$ cat src/rtl/two_cars_pkg.sv
// ---------------------------------------------------------------------------
// two_cars_pkg
// Shared types for the two-cars obstacle path: the spawn entry carried from
// the spawner FIFO to the renderer, the spawner FSM state encoding, and the
// lane/kind encoding constants.
// ---------------------------------------------------------------------------
package two_cars_pkg;

   // One queued obstacle: lane 0-1 belong to the left car, 2-3 to the right.
   typedef struct packed {
      logic [1:0] lane;
      logic       kind;
   } spawn_entry_t;

   typedef enum logic [1:0] {
      ST_IDLE   = 2'd0,
      ST_WAIT   = 2'd1,
      ST_SAMPLE = 2'd2,
      ST_PUSH2  = 2'd3
   } spawner_state_t;

   // Flipping the lane MSB moves an obstacle to the mirrored lane of the
   // other car, which is how the second half of a burst is placed.
   localparam logic [1:0] LANE_BURST_FLIP = 2'b10;
   localparam logic       KIND_SQUARE     = 1'b0;
   localparam logic       KIND_CIRCLE     = 1'b1;

   // The companion entry of a burst: other car, opposite obstacle kind.
   function automatic spawn_entry_t burstPartner(input spawn_entry_t e);
      spawn_entry_t r;
      r.lane = e.lane ^ LANE_BURST_FLIP;
      r.kind = (e.kind == KIND_SQUARE) ? KIND_CIRCLE : KIND_SQUARE;
      return r;
   endfunction

endpackage

$ cat src/rtl/spawn_fifo.sv
// ---------------------------------------------------------------------------
// spawn_fifo
// Small synchronous FIFO of spawn entries with an occupancy counter.
// A push while full is only taken when a pop happens in the same cycle.
//
// Ports:
//   Clk, Reset_n     clock / asynchronous active-low reset
//   push_i           request to store pushEntry_i
//   pushEntry_i      entry to store
//   pop_i            remove the head entry (ignored when empty)
//   head_o           entry at the read pointer
//   level_o          occupancy 0..DEPTH
//   full_o, empty_o  occupancy flags
// ---------------------------------------------------------------------------
module spawn_fifo
   import two_cars_pkg::*;
#(
   parameter int DEPTH = 4
) (
   input  logic                     Clk,
   input  logic                     Reset_n,
   input  logic                     push_i,
   input  spawn_entry_t             pushEntry_i,
   input  logic                     pop_i,
   output spawn_entry_t             head_o,
   output logic [$clog2(DEPTH):0]   level_o,
   output logic                     full_o,
   output logic                     empty_o
);

   localparam int PW = $clog2(DEPTH);
   localparam int LW = $clog2(DEPTH) + 1;

   spawn_entry_t  mem_q [DEPTH];
   logic [PW-1:0] wrPtr_q;
   logic [PW-1:0] rdPtr_q;
   logic [LW-1:0] level_q;
   logic          pushOk;
   logic          popOk;

   assign full_o  = (level_q == LW'(DEPTH));
   assign empty_o = (level_q == '0);
   assign popOk   = pop_i & ~empty_o;
   // A pop in the same cycle frees the slot the push needs.
   assign pushOk  = push_i & (~full_o | popOk);
   assign head_o  = mem_q[rdPtr_q];
   assign level_o = level_q;

   // Storage, pointers and level; pointers wrap naturally at the power-of-two
   // depth. Storage is cleared on reset so nothing survives a reset.
   always_ff @(posedge Clk or negedge Reset_n) begin
      if (!Reset_n) begin
         for (int i = 0; i < DEPTH; i++) begin
            mem_q[i] <= '0;
         end
         wrPtr_q <= '0;
         rdPtr_q <= '0;
         level_q <= '0;
      end else begin
         if (pushOk) begin
            mem_q[wrPtr_q] <= pushEntry_i;
            wrPtr_q        <= wrPtr_q + PW'(1);
         end
         if (popOk) begin
            rdPtr_q <= rdPtr_q + PW'(1);
         end
         case ({pushOk, popOk})
            2'b10:   level_q <= level_q + LW'(1);
            2'b01:   level_q <= level_q - LW'(1);
            default: level_q <= level_q;
         endcase
      end
   end

endmodule

$ cat src/rtl/obstacle_spawner.sv
// ---------------------------------------------------------------------------
// obstacle_spawner
// Consumes the LFSR random values once per spawn period and queues obstacle
// spawn events for the renderer through a valid/ready FIFO.
//
// Build option: define SPAWN_BURST_EN to let rand_a_num[2] request a second,
// mirrored entry (other car, opposite kind) one cycle after the first.
// Without it every decision produces exactly one entry.
//
// Ports:
//   Clk, Reset_n   clock / asynchronous active-low reset
//   enable         game running; low pauses scheduling (FIFO still drains)
//   frame_tick     one pulse per video frame
//   rand_a_num     [1:0] lane, [2] burst request
//   rand_b_num     obstacle kind (0 square, 1 circle)
//   spawn_ready    renderer accepts the head entry
//   spawn_valid    FIFO holds at least one entry
//   spawn_lane     lane of the head entry (0 when empty)
//   spawn_kind     kind of the head entry (0 when empty)
//   fifo_level     FIFO occupancy
//   overflow       sticky flag: an entry was dropped because the FIFO was full
// ---------------------------------------------------------------------------
module obstacle_spawner
   import two_cars_pkg::*;
#(
   parameter int SPAWN_PERIOD = 60,
   parameter int FIFO_DEPTH   = 4
) (
   input  logic                          Clk,
   input  logic                          Reset_n,
   input  logic                          enable,
   input  logic                          frame_tick,
   input  logic [2:0]                    rand_a_num,
   input  logic                          rand_b_num,
   input  logic                          spawn_ready,
   output logic                          spawn_valid,
   output logic [1:0]                    spawn_lane,
   output logic                          spawn_kind,
   output logic [$clog2(FIFO_DEPTH):0]   fifo_level,
   output logic                          overflow
);

   localparam int            CW       = $clog2(SPAWN_PERIOD);
   localparam logic [CW-1:0] CNT_LAST = CW'(SPAWN_PERIOD - 1);

   spawner_state_t state_q, state_d;
   logic [CW-1:0]  cnt_q, cnt_d;
   logic [CW-1:0]  cntInc;
   logic           overflow_q;
   logic           push;
   logic           pop;
   spawn_entry_t   pushEntry;
   spawn_entry_t   sampled;
   spawn_entry_t   headEntry;
   logic           fifoFull;
   logic           fifoEmpty;

`ifdef SPAWN_BURST_EN
   spawn_entry_t   capEntry_q, capEntry_d;
`else
   logic           unused_burst;
   assign unused_burst = rand_a_num[2];
`endif

   assign sampled.lane = rand_a_num[1:0];
   assign sampled.kind = rand_b_num;
   assign cntInc       = (cnt_q == CNT_LAST) ? '0 : cnt_q + CW'(1);

   // Scheduler: the period counter runs on frame ticks in every active state
   // so a tick landing in SAMPLE/PUSH2 is not lost. Dropping enable sends the
   // FSM home and abandons any burst half still to be pushed.
   always_comb begin
      state_d   = state_q;
      cnt_d     = cnt_q;
      push      = 1'b0;
      pushEntry = '0;
`ifdef SPAWN_BURST_EN
      capEntry_d = capEntry_q;
`endif
      if (!enable) begin
         state_d = ST_IDLE;
      end else begin
         case (state_q)
            ST_IDLE: begin
               cnt_d   = '0;
               state_d = ST_WAIT;
            end
            ST_WAIT: begin
               if (frame_tick) begin
                  cnt_d = cntInc;
                  if (cnt_q == CNT_LAST) begin
                     state_d = ST_SAMPLE;
                  end
               end
            end
            ST_SAMPLE: begin
               if (frame_tick) begin
                  cnt_d = cntInc;
               end
               push      = 1'b1;
               pushEntry = sampled;
`ifdef SPAWN_BURST_EN
               capEntry_d = sampled;
               state_d    = rand_a_num[2] ? ST_PUSH2 : ST_WAIT;
`else
               state_d    = ST_WAIT;
`endif
            end
            ST_PUSH2: begin
               if (frame_tick) begin
                  cnt_d = cntInc;
               end
`ifdef SPAWN_BURST_EN
               push      = 1'b1;
               pushEntry = burstPartner(capEntry_q);
`endif
               state_d = ST_WAIT;
            end
            default: begin
               state_d = ST_IDLE;
            end
         endcase
      end
   end

   // State, counter and sticky overflow registers.
   always_ff @(posedge Clk or negedge Reset_n) begin
      if (!Reset_n) begin
         state_q    <= ST_IDLE;
         cnt_q      <= '0;
         overflow_q <= 1'b0;
`ifdef SPAWN_BURST_EN
         capEntry_q <= '0;
`endif
      end else begin
         state_q    <= state_d;
         cnt_q      <= cnt_d;
         overflow_q <= overflow_q | (push & fifoFull & ~pop);
`ifdef SPAWN_BURST_EN
         capEntry_q <= capEntry_d;
`endif
      end
   end

   assign pop = ~fifoEmpty & spawn_ready;

   spawn_fifo #(
      .DEPTH(FIFO_DEPTH)
   ) u_fifo (
      .Clk         (Clk),
      .Reset_n     (Reset_n),
      .push_i      (push),
      .pushEntry_i (pushEntry),
      .pop_i       (pop),
      .head_o      (headEntry),
      .level_o     (fifo_level),
      .full_o      (fifoFull),
      .empty_o     (fifoEmpty)
   );

   // Head fields are forced to zero while empty so idle outputs match reset.
   assign spawn_valid = ~fifoEmpty;
   assign spawn_lane  = fifoEmpty ? 2'b00 : headEntry.lane;
   assign spawn_kind  = fifoEmpty ? 1'b0  : headEntry.kind;
   assign overflow    = overflow_q;

endmodule

$ cat config.mk
export PLATFORM = sky130hd
export DESIGN_NAME = obstacle_spawner
export DESIGN_NICKNAME = d
export VERILOG_FILES = /design/src/rtl/two_cars_pkg.sv /design/src/rtl/spawn_fifo.sv /design/src/rtl/obstacle_spawner.sv
export SDC_FILE = /design/constraint.sdc
export NUM_CORES = 1
export LEC_CHECK = 0
export ABC_AREA = 0
export BUFFER_PORTS_ARGS = -buffer_cell sky130_fd_sc_hd__buf_2
export CELL_PAD_IN_SITES_DETAIL_PLACEMENT = 1
export CELL_PAD_IN_SITES_GLOBAL_PLACEMENT = 1
export CORE_MARGIN = 8
export CORE_UTILIZATION = 44
export CTS_CLUSTER_DIAMETER = 40
export CTS_CLUSTER_SIZE = 30
export DETAILED_ROUTE_END_ITERATION = 7
export GPL_TIMING_DRIVEN = 0
export PLACE_DENSITY_LB_ADDON = 0.1
export SLEW_MARGIN = 10
export SYNTH_ARGS = -nofsm -noshare
export SYNTH_HDL_FRONTEND = slang
export SYNTH_SLANG_ARGS = --single-unit
$ cat constraint.sdc
create_clock -name Clk -period 2.5 [get_ports Clk]
set_input_delay 0.125 -clock Clk [delete_from_list [all_inputs] [get_ports Clk]]
set_output_delay 0.125 -clock Clk [all_outputs]
set_load 0.05 [all_outputs]
==> impl_metrics.env <==
export IMPL_syn_area_mm2=0.00139
export IMPL_h_tree_depth=1
export IMPL_area_growth_pct=13.0
export IMPL_dieArea_mm2=0.00522
export IMPL_grt_max_degree=29
export IMPL_period_share=0.902
export IMPL_cts_inserted_buffers=3
export IMPL_max_vdd_ir_drop_v=0.000272
export IMPL_crit_path_start_kind="flop"
export IMPL_rsz0062_at_grt="no"
export IMPL_die_y_um=72.2
export IMPL_ff2ff_setup_slack_ns=0.25
export IMPL_cts_root_buf="clkbuf_4"
export IMPL_fill_cells=323
export IMPL_max_slew_worst_pin_slew_ns=0.641
export IMPL_grt_pass1_vias=1006
export IMPL_place_detailed_hpwl_um=2080
export IMPL_viasPerCell=5.18
export IMPL_numPortBuffers=15
export IMPL_synth_avg_cell_area_um2=12.0
export IMPL_postRouteWirelength_um=2750
export IMPL_ios=17
export IMPL_core_mm2=0.00303
export IMPL_final_common_cell="dfrtp_1"
export IMPL_utilization=0.519
export IMPL_tns_ns=0
export IMPL_ys_warn_count=0
export IMPL_fin_nets=153
export IMPL_synth_distinct_cells=31
export IMPL_slew_headroom=0.573
export IMPL_required_ns=2.77
export IMPL_hold_viol=0
export IMPL_path_clk_slew_ns=0.15
export IMPL_setup_violations=0
export IMPL_core_rowCount=20
export IMPL_drive_gt1_frac=0.279
export IMPL_firstDrtPassIters=2
export IMPL_start_util=0.460
export IMPL_power_density_mw_per_mm2=743
export IMPL_num_antenna_cells=0
export IMPL_hold_path_class="in2reg"
export IMPL_dp_slack_ns=0.259
export IMPL_r2r_end="u_fifo.level_o[2]"
export IMPL_timing_rr_start="u_fifo.level_o[0]"
export IMPL_cts_tree="yes"
export IMPL_clock_skew_ns=0.00175
export IMPL_clockBufferDepth=2
export IMPL_drt_iter0_markers=34
export IMPL_grt_use_total=0.114
export IMPL_min_from="frame_tick"
export IMPL_ys_ff_latch=28
export IMPL_reg2regPathDepth=9
export IMPL_clock_latency_ns=0.33
export IMPL_route_detailed_drc=0
export IMPL_path_class="reg2reg"
export IMPL_clock_sinks=28
export IMPL_cp_slowest_cell="nor4b_2"
export IMPL_grt_pass1_wl_um=4680
export IMPL_synth_nets=132
export IMPL_final_antenna_net_count=0
export IMPL_slew_viol_final=0
export IMPL_hold_end="state_q[1]"
export IMPL_max_stage_delay_ns=0.49
export IMPL_maxCapViolCount=0
export IMPL_end_kind="flop"
export IMPL_fp_dieW_um=72.2
export IMPL_wl_per_cell_um=15.3
export IMPL_cts_hold_buffers_added=1
export IMPL_crit_chain="nor4b_2 -> nor4b_4 -> inv_1 -> ha_1 -> inv_1 -> fa_1 -> xor2_1 -> nor2_1 -> xor2_1"
export IMPL_setup_slack_ns=0.246
export IMPL_ys_seq_area_frac=0.504
export IMPL_cts_resized=0
export IMPL_fmax_ghz=0.444
export IMPL_status="finished, final reports clean"
export IMPL_syn_inst=116
export IMPL_whs_path_depth=3
export IMPL_layout_common_cells="dfrtp_1 (28), buf_2 (15), mux2_2 (12), inv_1 (11), nand2_1 (10)"
export IMPL_grt_ovfl_total=0
export IMPL_grt_antenna_before_repair=0
export IMPL_crit_arrival_ns=2.52
export IMPL_finalCriticalPeriod_ns=2.25
export IMPL_hold_slack_ns=0.0561
export IMPL_num_vias=932
export IMPL_gp_congestion=0.718
export IMPL_postCtsSetupRepairBufs=0
export IMPL_cp_max_fo=8
export IMPL_power_leakage_nw=0.756
sequential cells by signal, summed over array words and instances, names as in the netlist:
name            count
u_fifo.mem_q       12
cnt_q               6
u_fifo.level_o      3
state_q             2
u_fifo.rdPtr_q      2
u_fifo.wrPtr_q      2
overflow            1
worst max-delay path: cells and delay by family (launching register included):
kind | cells | cell delay (ns)
and+or+nand+nor | 3 | 0.73
adders and majority gates | 2 | 0.55
DFF | 1 | 0.46
xor gates and xnor gates | 2 | 0.30
buffers and inverters | 2 | 0.14
per-stage QoR:
| stage | total power [mW] | instance area, um^2 | std cells |
|---|---|---|---|
| final | 1.17 | 1570 | 180 |
| after global placement | 0.943 | 1530 | 175 |
| after global routing | 1.24 | 1570 | 180 |
| after CTS | 1.19 | 1570 | 180 |
| after detailed placement | 0.959 | 1530 | 175 |
| after floorplan | 0.855 | 1400 | 116 |
cell usage after synthesis:
library cell | n | share of area
a32o_1 | 1 | 0.0072
and2_1 | 4 | 0.018
o21a_1 | 1 | 0.0054
nand4_1 | 1 | 0.0045
and3_1 | 1 | 0.0045
o21ai_0 | 8 | 0.029
xnor2_1 | 3 | 0.019
a41oi_1 | 1 | 0.0063
nor3_1 | 1 | 0.0036
or4_1 | 3 | 0.016
dfrtp_1 | 28 | 0.50
mux2i_1 | 1 | 0.0072
ha_1 | 6 | 0.054
a21oi_1 | 3 | 0.011
xor2_1 | 3 | 0.019
clkbuf_1 | 1 | 0.0027
nand2_1 | 10 | 0.027
nor4b_4 | 1 | 0.017
a41o_1 | 1 | 0.0072
fa_1 | 1 | 0.014
nand3_1 | 3 | 0.011
nor2b_1 | 1 | 0.0045
nor4_1 | 1 | 0.0045
nor4b_2 | 1 | 0.011
mux2_2 | 12 | 0.097
nor2_2 | 1 | 0.0045
o21ai_1 | 1 | 0.0036
inv_1 | 11 | 0.030
nor2_1 | 2 | 0.0054
mux4_2 | 3 | 0.049
or3_1 | 1 | 0.0045
kinds of logic (layout without fill, tap and decap cells):
kind of cell,after synthesis,after routing,synth area share
adder cells (fa/ha/maj),7,7,0.0683
XOR/XNOR,6,6,0.0378
AND/OR/NAND/NOR,31,31,0.136
AO/OA/AOI/OAI,16,16,0.0692
multiplexers,16,16,0.153
buffers and inverters,12,32,0.0324
flip-flops,28,28,0.504
power by group:
group	internal, mW	leakage (nW)	switching, mW
Sequential	0.505	0.365	0.0588
Combinational	0.134	0.370	0.246
Clock	0.0892	0.0210	0.136
routing by layer:
layer / track usage / up-vias / share of wire
met3: 0.0275 / 4 / 0.044
met4: 0.0544 / 0 / 0.011
li1: - / 447 / -
met5: 0 / - / 0
met1: 0.130 / 469 / 0.43
met2: 0.195 / 12 / 0.51
worst max path at each step:
stage	from	to	slack, ns	cells past startpoint
finish	u_fifo.level_o[0]	u_fifo.level_o[2]	0.25	9
global route	u_fifo.level_o[0]	u_fifo.level_o[2]	0.09	9
CTS	u_fifo.level_o[0]	u_fifo.level_o[2]	0.23	9
detailed placement	u_fifo.level_o[0]	u_fifo.level_o[2]	0.26	9
global placement	u_fifo.level_o[0]	u_fifo.level_o[2]	0.31	9
floorplan	u_fifo.level_o[0]	u_fifo.level_o[2]	0.21	8
cell type report:
| cell class | count | area (um^2) | share of cell area |
|---|---|---|---|
| flip-flops and latches | 28 | 701 | 0.446 |
| multi-input cells | 76 | 651 | 0.414 |
| repair buffers | 16 | 85.1 | 0.0541 |
| well taps | 44 | 55.1 | 0.0350 |
| inverters | 11 | 41.3 | 0.0263 |
| clock buffers | 4 | 36.3 | 0.0231 |
| plain buffers | 1 | 3.75 | 0.00239 |
Power figures use the tool's default switching activity.
